## config.mk

```make
export PLATFORM = sky130hd
export DESIGN_NAME = ysyx_22051145_idu_flat
export DESIGN_NICKNAME = d
export VERILOG_FILES = /design/src/rtl/ysyx_22051145_idu_if.sv /design/src/rtl/ysyx_22051145_idu.sv /design/src/flat_wrapper.sv
export SDC_FILE = /design/constraint.sdc
export NUM_CORES = 1
export LEC_CHECK = 0
export ABC_CLOCK_PERIOD_IN_PS = 3600
export BUFFER_PORTS_ARGS = -buffer_cell sky130_fd_sc_hd__buf_2
export CAP_MARGIN = 20
export CORE_ASPECT_RATIO = 0.8
export CORE_MARGIN = 2
export CORE_UTILIZATION = 24
export CTS_CLUSTER_DIAMETER = 120
export CTS_CLUSTER_SIZE = 10
export DETAILED_ROUTE_END_ITERATION = 10
export PLACE_DENSITY = 0.52
export SYNTH_ARGS = -nofsm -noshare
export SYNTH_HDL_FRONTEND = slang
export SYNTH_SLANG_ARGS = --single-unit
```

## constraint.sdc

```tcl
create_clock -name clk -period 3.6 [get_ports clk]
set_input_delay 0 -clock clk [delete_from_list [all_inputs] [get_ports clk]]
set_output_delay 0 -clock clk [all_outputs]
set_load 0.005 [all_outputs]
```

## src/rtl/ysyx_22051145_idu_if.sv

```systemverilog
// ysyx_22051145_idu_if: IFU/regfile/EXU facing signals of the decode stage
interface ysyx_22051145_idu_if;
  logic        in_valid;
  logic        in_ready;
  logic [31:0] in_inst;
  logic [63:0] in_pc;
  logic [4:0]  rs1_addr;
  logic [4:0]  rs2_addr;
  logic [63:0] rs1_data;
  logic [63:0] rs2_data;
  logic        out_valid;
  logic        out_ready;
  logic        alu_en;
  logic [63:0] alu_pc;
  logic [63:0] alu_op1;
  logic [63:0] alu_op2;
  logic [3:0]  alu_mode;
  logic [4:0]  rd;
  logic        wen;
  logic        halt;
  logic        illegal;
  modport master (
    output in_valid, in_inst, in_pc, rs1_data, rs2_data, out_ready,
    input  in_ready, rs1_addr, rs2_addr, out_valid, alu_en, alu_pc, alu_op1, alu_op2,
           alu_mode, rd, wen, halt, illegal
  );
  modport slave (
    input  in_valid, in_inst, in_pc, rs1_data, rs2_data, out_ready,
    output in_ready, rs1_addr, rs2_addr, out_valid, alu_en, alu_pc, alu_op1, alu_op2,
           alu_mode, rd, wen, halt, illegal
  );
endinterface

```

## src/rtl/ysyx_22051145_idu.sv

```systemverilog
// ysyx_22051145_idu: RV64I integer-ALU decode stage with one output register slot and sticky halt
module ysyx_22051145_idu (
  input logic clk,
  input logic rst_n,
  ysyx_22051145_idu_if.slave bus
);
  typedef enum logic {RUN, HALT} state_t;
  state_t state, state_nx;
  logic [31:0] inst;
  logic [6:0]  opc, f7;
  logic [2:0]  f3;
  logic [5:0]  f6;
  logic        legal, ebreak, in_fire, out_fire, load, alt;
  logic [3:0]  mode;
  logic [63:0] op1, op2;
  logic        out_valid_q, illegal_q;
  assign inst     = bus.in_inst;
  assign opc      = inst[6:0];
  assign f3       = inst[14:12];
  assign f7       = inst[31:25];
  assign f6       = inst[31:26];
  assign ebreak   = inst == 32'h0010_0073;
  assign bus.rs1_addr = inst[19:15];
  assign bus.rs2_addr = inst[24:20];
  assign bus.in_ready = (state == RUN) & (!out_valid_q | bus.out_ready);
  assign in_fire  = bus.in_valid & bus.in_ready;
  assign out_fire = out_valid_q & bus.out_ready;
  assign load     = in_fire & legal;
  assign bus.out_valid = out_valid_q;
  assign bus.alu_en    = out_valid_q;
  assign bus.halt      = state == HALT;
  assign bus.illegal   = illegal_q;
  // funct3 selects the ALU op; alt picks SUB over ADD and SRA over SRL
  assign mode = f3 == 3'd0 ? {3'b001, alt} :
                f3 == 3'd5 ? {3'b100, alt} :
                f3 <  3'd5 ? {1'b0, f3} + 4'd3 : {1'b0, f3} + 4'd4;
  // operand selection and legality; EBREAK falls into the illegal default but is flagged separately
  always_comb begin
    legal = 1'b0;
    alt   = 1'b0;
    op1   = bus.rs1_data;
    op2   = bus.rs2_data;
    case (opc)
      7'b0110011: begin
        alt   = f7[5];
        legal = f7 == 7'h00 || (f7 == 7'h20 && (f3 == 3'd0 || f3 == 3'd5));
      end
      7'b0010011: begin
        alt   = f3 == 3'd5 && f6 == 6'h10;
        legal = f3 == 3'd1 ? f6 == 6'h00 : f3 == 3'd5 ? (f6 == 6'h00 || f6 == 6'h10) : 1'b1;
        op2   = (f3 == 3'd1 || f3 == 3'd5) ? {58'b0, inst[25:20]} : {{52{inst[31]}}, inst[31:20]};
      end
      7'b0110111, 7'b0010111: begin
        legal = 1'b1;
        op1   = 64'd0;
        op2   = {{32{inst[31]}}, inst[31:12], 12'b0};
      end
      default: ;
    endcase
  end
  // LUI/AUIPC bypass the funct3 mapping
  logic [3:0] mode_sel;
  assign mode_sel = opc == 7'b0110111 ? 4'd0 : opc == 7'b0010111 ? 4'd1 : mode;
  // RUN/HALT state register
  always_ff @(posedge clk or negedge rst_n)
    if (!rst_n) state <= RUN;
    else state <= state_nx;
  // any accepted EBREAK or illegal word halts until reset
  always_comb begin
    state_nx = state;
    if (in_fire && !legal) state_nx = HALT;
  end
  // sticky illegal flag, not raised by EBREAK
  always_ff @(posedge clk or negedge rst_n)
    if (!rst_n) illegal_q <= 1'b0;
    else if (in_fire && !legal && !ebreak) illegal_q <= 1'b1;
  // single output slot: load on legal accept, drain on consume
  always_ff @(posedge clk or negedge rst_n)
    if (!rst_n) begin
      out_valid_q  <= 1'b0;
      bus.alu_pc   <= 64'd0;
      bus.alu_op1  <= 64'd0;
      bus.alu_op2  <= 64'd0;
      bus.alu_mode <= 4'd0;
      bus.rd       <= 5'd0;
      bus.wen      <= 1'b0;
    end else if (load) begin
      out_valid_q  <= 1'b1;
      bus.alu_pc   <= bus.in_pc;
      bus.alu_op1  <= op1;
      bus.alu_op2  <= op2;
      bus.alu_mode <= mode_sel;
      bus.rd       <= inst[11:7];
      bus.wen      <= inst[11:7] != 5'd0;
    end else if (out_fire) out_valid_q <= 1'b0;
endmodule

```

## src/flat_wrapper.sv

```systemverilog
// flat-port wrapper written by rule: the top's interface ports become plain ports
module ysyx_22051145_idu_flat 
  (clk, rst_n, bus_in_valid, bus_in_inst, bus_in_pc, bus_rs1_data, bus_rs2_data, bus_out_ready, bus_in_ready, bus_rs1_addr, bus_rs2_addr, bus_out_valid, bus_alu_en, bus_alu_pc, bus_alu_op1, bus_alu_op2, bus_alu_mode, bus_rd, bus_wen, bus_halt, bus_illegal);
  ysyx_22051145_idu_if bus_i ();
  input logic clk;
  input logic rst_n;
  input wire logic [$bits(bus_i.in_valid)-1:0] bus_in_valid;
  input wire logic [$bits(bus_i.in_inst)-1:0] bus_in_inst;
  input wire logic [$bits(bus_i.in_pc)-1:0] bus_in_pc;
  input wire logic [$bits(bus_i.rs1_data)-1:0] bus_rs1_data;
  input wire logic [$bits(bus_i.rs2_data)-1:0] bus_rs2_data;
  input wire logic [$bits(bus_i.out_ready)-1:0] bus_out_ready;
  output wire logic [$bits(bus_i.in_ready)-1:0] bus_in_ready;
  output wire logic [$bits(bus_i.rs1_addr)-1:0] bus_rs1_addr;
  output wire logic [$bits(bus_i.rs2_addr)-1:0] bus_rs2_addr;
  output wire logic [$bits(bus_i.out_valid)-1:0] bus_out_valid;
  output wire logic [$bits(bus_i.alu_en)-1:0] bus_alu_en;
  output wire logic [$bits(bus_i.alu_pc)-1:0] bus_alu_pc;
  output wire logic [$bits(bus_i.alu_op1)-1:0] bus_alu_op1;
  output wire logic [$bits(bus_i.alu_op2)-1:0] bus_alu_op2;
  output wire logic [$bits(bus_i.alu_mode)-1:0] bus_alu_mode;
  output wire logic [$bits(bus_i.rd)-1:0] bus_rd;
  output wire logic [$bits(bus_i.wen)-1:0] bus_wen;
  output wire logic [$bits(bus_i.halt)-1:0] bus_halt;
  output wire logic [$bits(bus_i.illegal)-1:0] bus_illegal;
  assign bus_i.in_valid = bus_in_valid;
  assign bus_i.in_inst = bus_in_inst;
  assign bus_i.in_pc = bus_in_pc;
  assign bus_i.rs1_data = bus_rs1_data;
  assign bus_i.rs2_data = bus_rs2_data;
  assign bus_i.out_ready = bus_out_ready;
  assign bus_in_ready = bus_i.in_ready;
  assign bus_rs1_addr = bus_i.rs1_addr;
  assign bus_rs2_addr = bus_i.rs2_addr;
  assign bus_out_valid = bus_i.out_valid;
  assign bus_alu_en = bus_i.alu_en;
  assign bus_alu_pc = bus_i.alu_pc;
  assign bus_alu_op1 = bus_i.alu_op1;
  assign bus_alu_op2 = bus_i.alu_op2;
  assign bus_alu_mode = bus_i.alu_mode;
  assign bus_rd = bus_i.rd;
  assign bus_wen = bus_i.wen;
  assign bus_halt = bus_i.halt;
  assign bus_illegal = bus_i.illegal;
  ysyx_22051145_idu u_core (.clk(clk), .rst_n(rst_n), .bus(bus_i));
endmodule
```

# --- Yosys cells after proc, flatten, opt, wreduce, memory -nomap -nowiden ---
# Index checks and enable logic that the tools add are counted.
word_totals:
  regBits: 205
  wordCells: 58
classes:
  add_sub_neg: 2
  order_cmp: 1
  reduce_logical: 17
  n_bitwise: 6
  n_eq_ne: 9
  n_mux: 14
op_table:
  columns: ["cell", "count"]
  rows:
  - ["$mux W64", 2]
  - ["$pmux W64 S2", 1]
  - ["$eq A32 B21 Y1 const B", 1]
  - ["$eq A7 B6 Y1 const B", 3]
  - ["$mux W4", 5]
  - ["$eq A7 B5 Y1 const B", 2]
  - ["$logic_not A7 Y1", 1]
  - ["$eq A6 B5 Y1 const B", 1]
  - ["$logic_not A6 Y1", 1]
  - ["$reduce_bool A5 Y1", 1]
  - ["$add A3 B2 Y4 const B", 1]
  - ["$add A3 B3 Y4 const B", 1]
  - ["$and A1 B1 Y1", 4]
  - ["$logic_and A1 B1 Y1", 4]
  - ["$logic_or A1 B1 Y1", 4]
  - ["$mux W1", 4]
  - ["$eq A3 B1 Y1 const B", 1]
  - ["$eq A3 B3 Y1 const B", 1]
  - ["$logic_not A1 Y1", 3]
  - ["$logic_not A3 Y1", 1]
  - ["$lt A3 B3 Y1 const B", 1]
  - ["$pmux W1 S3", 1]
  - ["$pmux W1 S2", 1]
  - ["$reduce_bool A2 Y1", 1]
  - ["3 further kinds", 3]

# --- Logic depth before layout (Yosys ltp) ---
logic_depth:
  depth_word: 8
  ltp_mapped: 8
  mapped_depth_nobuf: 5

# --- Least setup slack after synthesis ---
# No wires, ideal clock.
synth_path:
  kind: "input -> register"
  startpoint: "input bus_in_inst[31]"
  endpoint: "register u_core.bus.alu_op2[38]"
  setup_slack_ns: 1.385
  arrival_time_ns: 2.091
  setup_ns: 0.125
  stages: 7
  cell_sequence: "or4_1 -> or4_1 -> nand3b_4 -> a31oi_4 -> buf_6 -> buf_6 -> mux2_2"
synth_between:
  elab_chain_len: 6
synth_lines:
  columns: ["element", "line", "text"]
  rows:
  - ["start, declared", "flat_wrapper.sv:8", "input wire logic [$bits(bus_i.in_inst)-1:0] bus_in_inst;"]
  - ["$eq A6 B5 Y1 or $logic_not A6 Y1 (tied branches)", "ysyx_22051145_idu.sv:50", "legal = f3 == 3'd1 ? f6 == 6'h00 : f3 == 3'd5 ? (f6 == 6'h00 || f6 == 6'h10) : 1'b1;"]
  - ["$logic_or A1 B1 Y1", "ysyx_22051145_idu.sv:50", null]
  - ["$mux W1 (2 in series)", "ysyx_22051145_idu.sv:50", null]
  - ["$pmux W1 S3", "ysyx_22051145_idu.sv:43", "case (opc)"]
  - ["$and A1 B1 Y1", "ysyx_22051145_idu.sv:28", "assign load = in_fire & legal;"]
  - ["end signal, assigned", "ysyx_22051145_idu.sv:91", "bus.alu_op2 <= op2;"]
  - ["end, declared", "ysyx_22051145_idu_if.sv:29", "output in_ready, rs1_addr, rs2_addr, out_valid, alu_en, alu_pc, alu_op1, alu_op2,"]
# Several ways; a longest one is shown, not always the timed one.
# A chain may end at the register's enable or synchronous reset.

# --- Worst setup path in the final report ---
layout_path:
  startpoint: "input bus_in_inst[6]"
  endpoint: "register u_core.bus.alu_op2[28]"
layout_between:
  elab_chain_len: 4
layout_lines:
  columns: ["element", "line"]
  rows:
  - ["$eq A7 B5 Y1 or $eq A7 B6 Y1 (tied branches)", "ysyx_22051145_idu.sv:43"]
  - ["$reduce_or A2 Y1", "ysyx_22051145_idu.sv:43"]
  - ["$pmux W1 S3", "ysyx_22051145_idu.sv:43"]
  - ["$and A1 B1 Y1", "ysyx_22051145_idu.sv:28"]
# Several ways; a longest one is shown, not always the timed one.

==> results.py <==
metrics = {
    "synth": {
        "synthesis.nets": 969,
        "synth-edff-count": 0,
        "synth_seq_cells": 205,
        "ys_dominant_reg_cell": "dfrtp_1",
        "syn_area_per_cell_um2": 12.27,
        "synthCells": 741,
        "synth_area_mm2": 0.009089,
        "yosysWarnings": 0,
        "yosys.cell_types.count": 44,
        "async_flop_share": 1.000,
        "yosysSeqAreaShare": 0.5644,
    },
    "placement": {
        "placed_cells": 1631,
        "port_buffers": 444,
        "dp_hpwl_um": 20850,
        "routabilityCongestion": 0.7774,
    },
    "power": {
        "total_power_mw": 5.504,
        "vdd_ir_drop_max_mv": 0.2744,
        "p_leak_nw": 8.038,
        "powerDensity_mw_per_mm2": 374.1,
    },
    "clocking": {
        "h-tree-depth": 1,
        "numCtsBuffers": 24,
        "cts_tree": "built",
        "path_clk_slew_ps": 70,
        "clkLatencyLatePin_ps": 520,
        "cts_sinks": 205,
        "cts_root_buffer": "clkbuf_16",
        "cts.path.max_buffers": 3,
        "post_cts.repair.setup_buffers": 0,
    },
    "timing": {
        "slew_headroom": 0.4158,
        "max_freq_ghz": 0.3416,
        "finalHoldViolCount": 0,
        "drv_slew": 0,
        "skew_ps": 8.013,
        "period_share": 0.8131,
        "setup_viol": 0,
        "rsz0062_at_grt": "false",
        "tns_ps": 0,
        "worstMarginPinSlew_ps": 864.1,
        "finalCriticalPeriod_ps": 2927,
    },
    "global_routing": {
        "grt_pass1_wl_um": 46850,
        "antenna_found_initial": 3,
        "grt_max_degree": 103,
        "grt.total_usage": 0.1493,
        "grt_pass1_vias": 8312,
        "gr-total-overflow": 0,
    },
    "worst_setup_path": {
        "critPathMaxStageDelay_ps": 690,
        "path_class": "input pin to flip-flop",
        "end_kind": "flip-flop",
        "critPathLaunchType": "input pin",
        "crit_required_ps": 4060,
        "cp_max_fo": 20,
        "cp_slowest_cell": "and2_1",
        "cp.arrival_ps": 3390,
        "crit_top_cell": "dlygate4sd3_1",
        "worst-path-buf-inv": 4,
        "path_cells": "dlygate4sd3_1 > buf_2 > nor2b_1 > nor4b_1 > buf_4 > and2_1 > a221o_1 > dlygate4sd3_1 > mux2_2",
        "path_delay_family": "buffers and inverters",
    },
    "cells_and_area": {
        "layout_commonest_cell": "buf_2",
        "layout-drive-gt1-share": 0.3860,
        "syn_to_final_growth_pct": 61.87,
        "finalNetCount": 1632,
        "final-instance-count-excl-fill": 1894,
        "fill_cells": 3605,
        "most-common-layout-cells": "buf_2 (443), dlygate4sd3_1 (234), dfrtp_1 (205), nand2_1 (133), mux2_1 (84)",
    },
    "route": {
        "wl_per_cell_um": 16.15,
        "drc": 22,
        "drt-initial-drc-count": 338,
        "wirelength_um": 30590,
        "vias_per_cell": 4.184,
        "vias": 7925,
        "dr.pass1.iters": 7,
        "ant_nets": 0,
    },
    "worst_hold_path": {
        "hold_class": "input pin to flip-flop",
    },
    "die": {
        "core_region_area_mm2": 0.03721,
        "dieArea_mm2": 0.03945,
        "initial_core_util": 0.2443,
        "die_h_um": 178.1,
        "fp.dieW_um": 221.6,
        "row_count": 63,
        "pin_count": 445,
    },
    "run_status": {
        "status": "finished with violations",
        "failed_checks": "DRC",
    },
    "run": {
        "cap_viol_max_count": 0,
    },
}
[state kept, by name, summed over array words and instances, names as in the netlist]
register / flops
u_core.bus.alu_pc: 64
u_core.bus.alu_en: 1
u_core.bus.rd: 5
u_core.bus.illegal: 1
u_core.bus.halt: 1
u_core.bus.alu_mode: 4
u_core.bus.alu_op2: 64
u_core.bus.wen: 1
u_core.bus.alu_op1: 64
[final cells by class]
cell class | instances | area [um^2] | share of cell area
repair buffers | 692 | 4742 | 0.3223
diodes | 3 | 7.507 | 0.0005103
clock inverters | 1 | 7.507 | 0.0005103
flip-flops and latches | 205 | 5130 | 0.3487
well taps | 487 | 609.3 | 0.04142
inverters | 69 | 259.0 | 0.01761
multi-input cells | 412 | 3331 | 0.2264
clock buffers | 25 | 625.6 | 0.04252
[logic make-up (layout without fill, tap and decap cells)]
group	count (synthesis)	in the layout	share of synthesized area
buffers and inverters	124	787	0.07007
xor gates and xnor gates	2	2	0.001928
DFF	205	205	0.5644
muxes	202	202	0.2413
other	0	3	0
and+or+nand+nor	164	164	0.07861
AOI/OAI and AO/OA	44	44	0.04364
[metal layers]
layer | GRT usage | wire length (um)
met4 | 0.05490 | 1110
met1 | 0.1816 | 12600
met2 | 0.2601 | 15270
met5 | 0 | 0
met3 | 0.03360 | 1607
[final timing paths]
| path | from | to | slack, ps | cells after the start |
|---|---|---|---|---|
| worst max-delay path | bus_in_inst[6] | u_core.bus.alu_op2[28] | 670 | 9 |
| worst min-delay path | bus_in_inst[13] | u_core.bus.alu_mode[1] | 30 | 3 |
| worst max register to register | u_core.bus.halt | u_core.bus.alu_op2[24] | 1420 | 6 |
| worst min register to register | u_core.bus.alu_pc[17] | u_core.bus.alu_pc[17] | 480 | 1 |
| max in group asynchronous | rst_n | u_core.bus.alu_op2[47] | 2570 | 3 |
| min in group asynchronous | rst_n | u_core.bus.alu_op1[3] | 160 | 2 |
[Yosys cell counts (3+ instances only)]
cell type	number	area (um^2)
clkbuf_1	20	75.07
nand2_1	133	499.2
mux2i_1	65	650.6
buf_2	5	25.02
nor2b_1	3	18.77
dfrtp_1	205	5130
buf_6	12	135.1
a221o_1	19	190.2
nor2_1	7	26.28
mux2_2	53	596.8
inv_1	69	259.0
buf_4	17	127.6
mux2_1	84	945.9
a22o_1	11	96.34
[tightest hold or removal path, delay by kind of cell]
| family | cells | cell delay, ps |
|---|---|---|
| compound gates | 1 | 220 |
| buf+inv | 1 | 150 |
| mux | 1 | 150 |
[where the power goes]
group          switching [mW]  total, mW  internal (mW)  leakage [nW]
logic                   0.342      0.828          0.486          5.22
clock network           0.934       2.15           1.21         0.308
registers              0.0736       2.53           2.46          2.51
total                    1.35       5.50           4.15          8.04
[through the flow]
step	hold slack, ps	utilization	cell area (um^2)	setup slack (ps)
3_3_place_gp	144.1	0.3152	11730	790.8
3_5_place_dp	140.1	0.3152	11730	768.6
5_1_grt	62.83	0.3954	14710	537.0
6_report	25.11	0.3954	14710	672.7
4_1_cts	9.413	0.3952	14700	661.7
2_1_floorplan	-295.6	-	9089	1385
[what timing repair did]
action | 4_1_cts | 5_1_grt
gates resized for setup | 0 | 0
hold buffers | 234 | 0
hold endpoints to repair | 302 | 0
No activity file was read; power rests on OpenSTA's default activity.
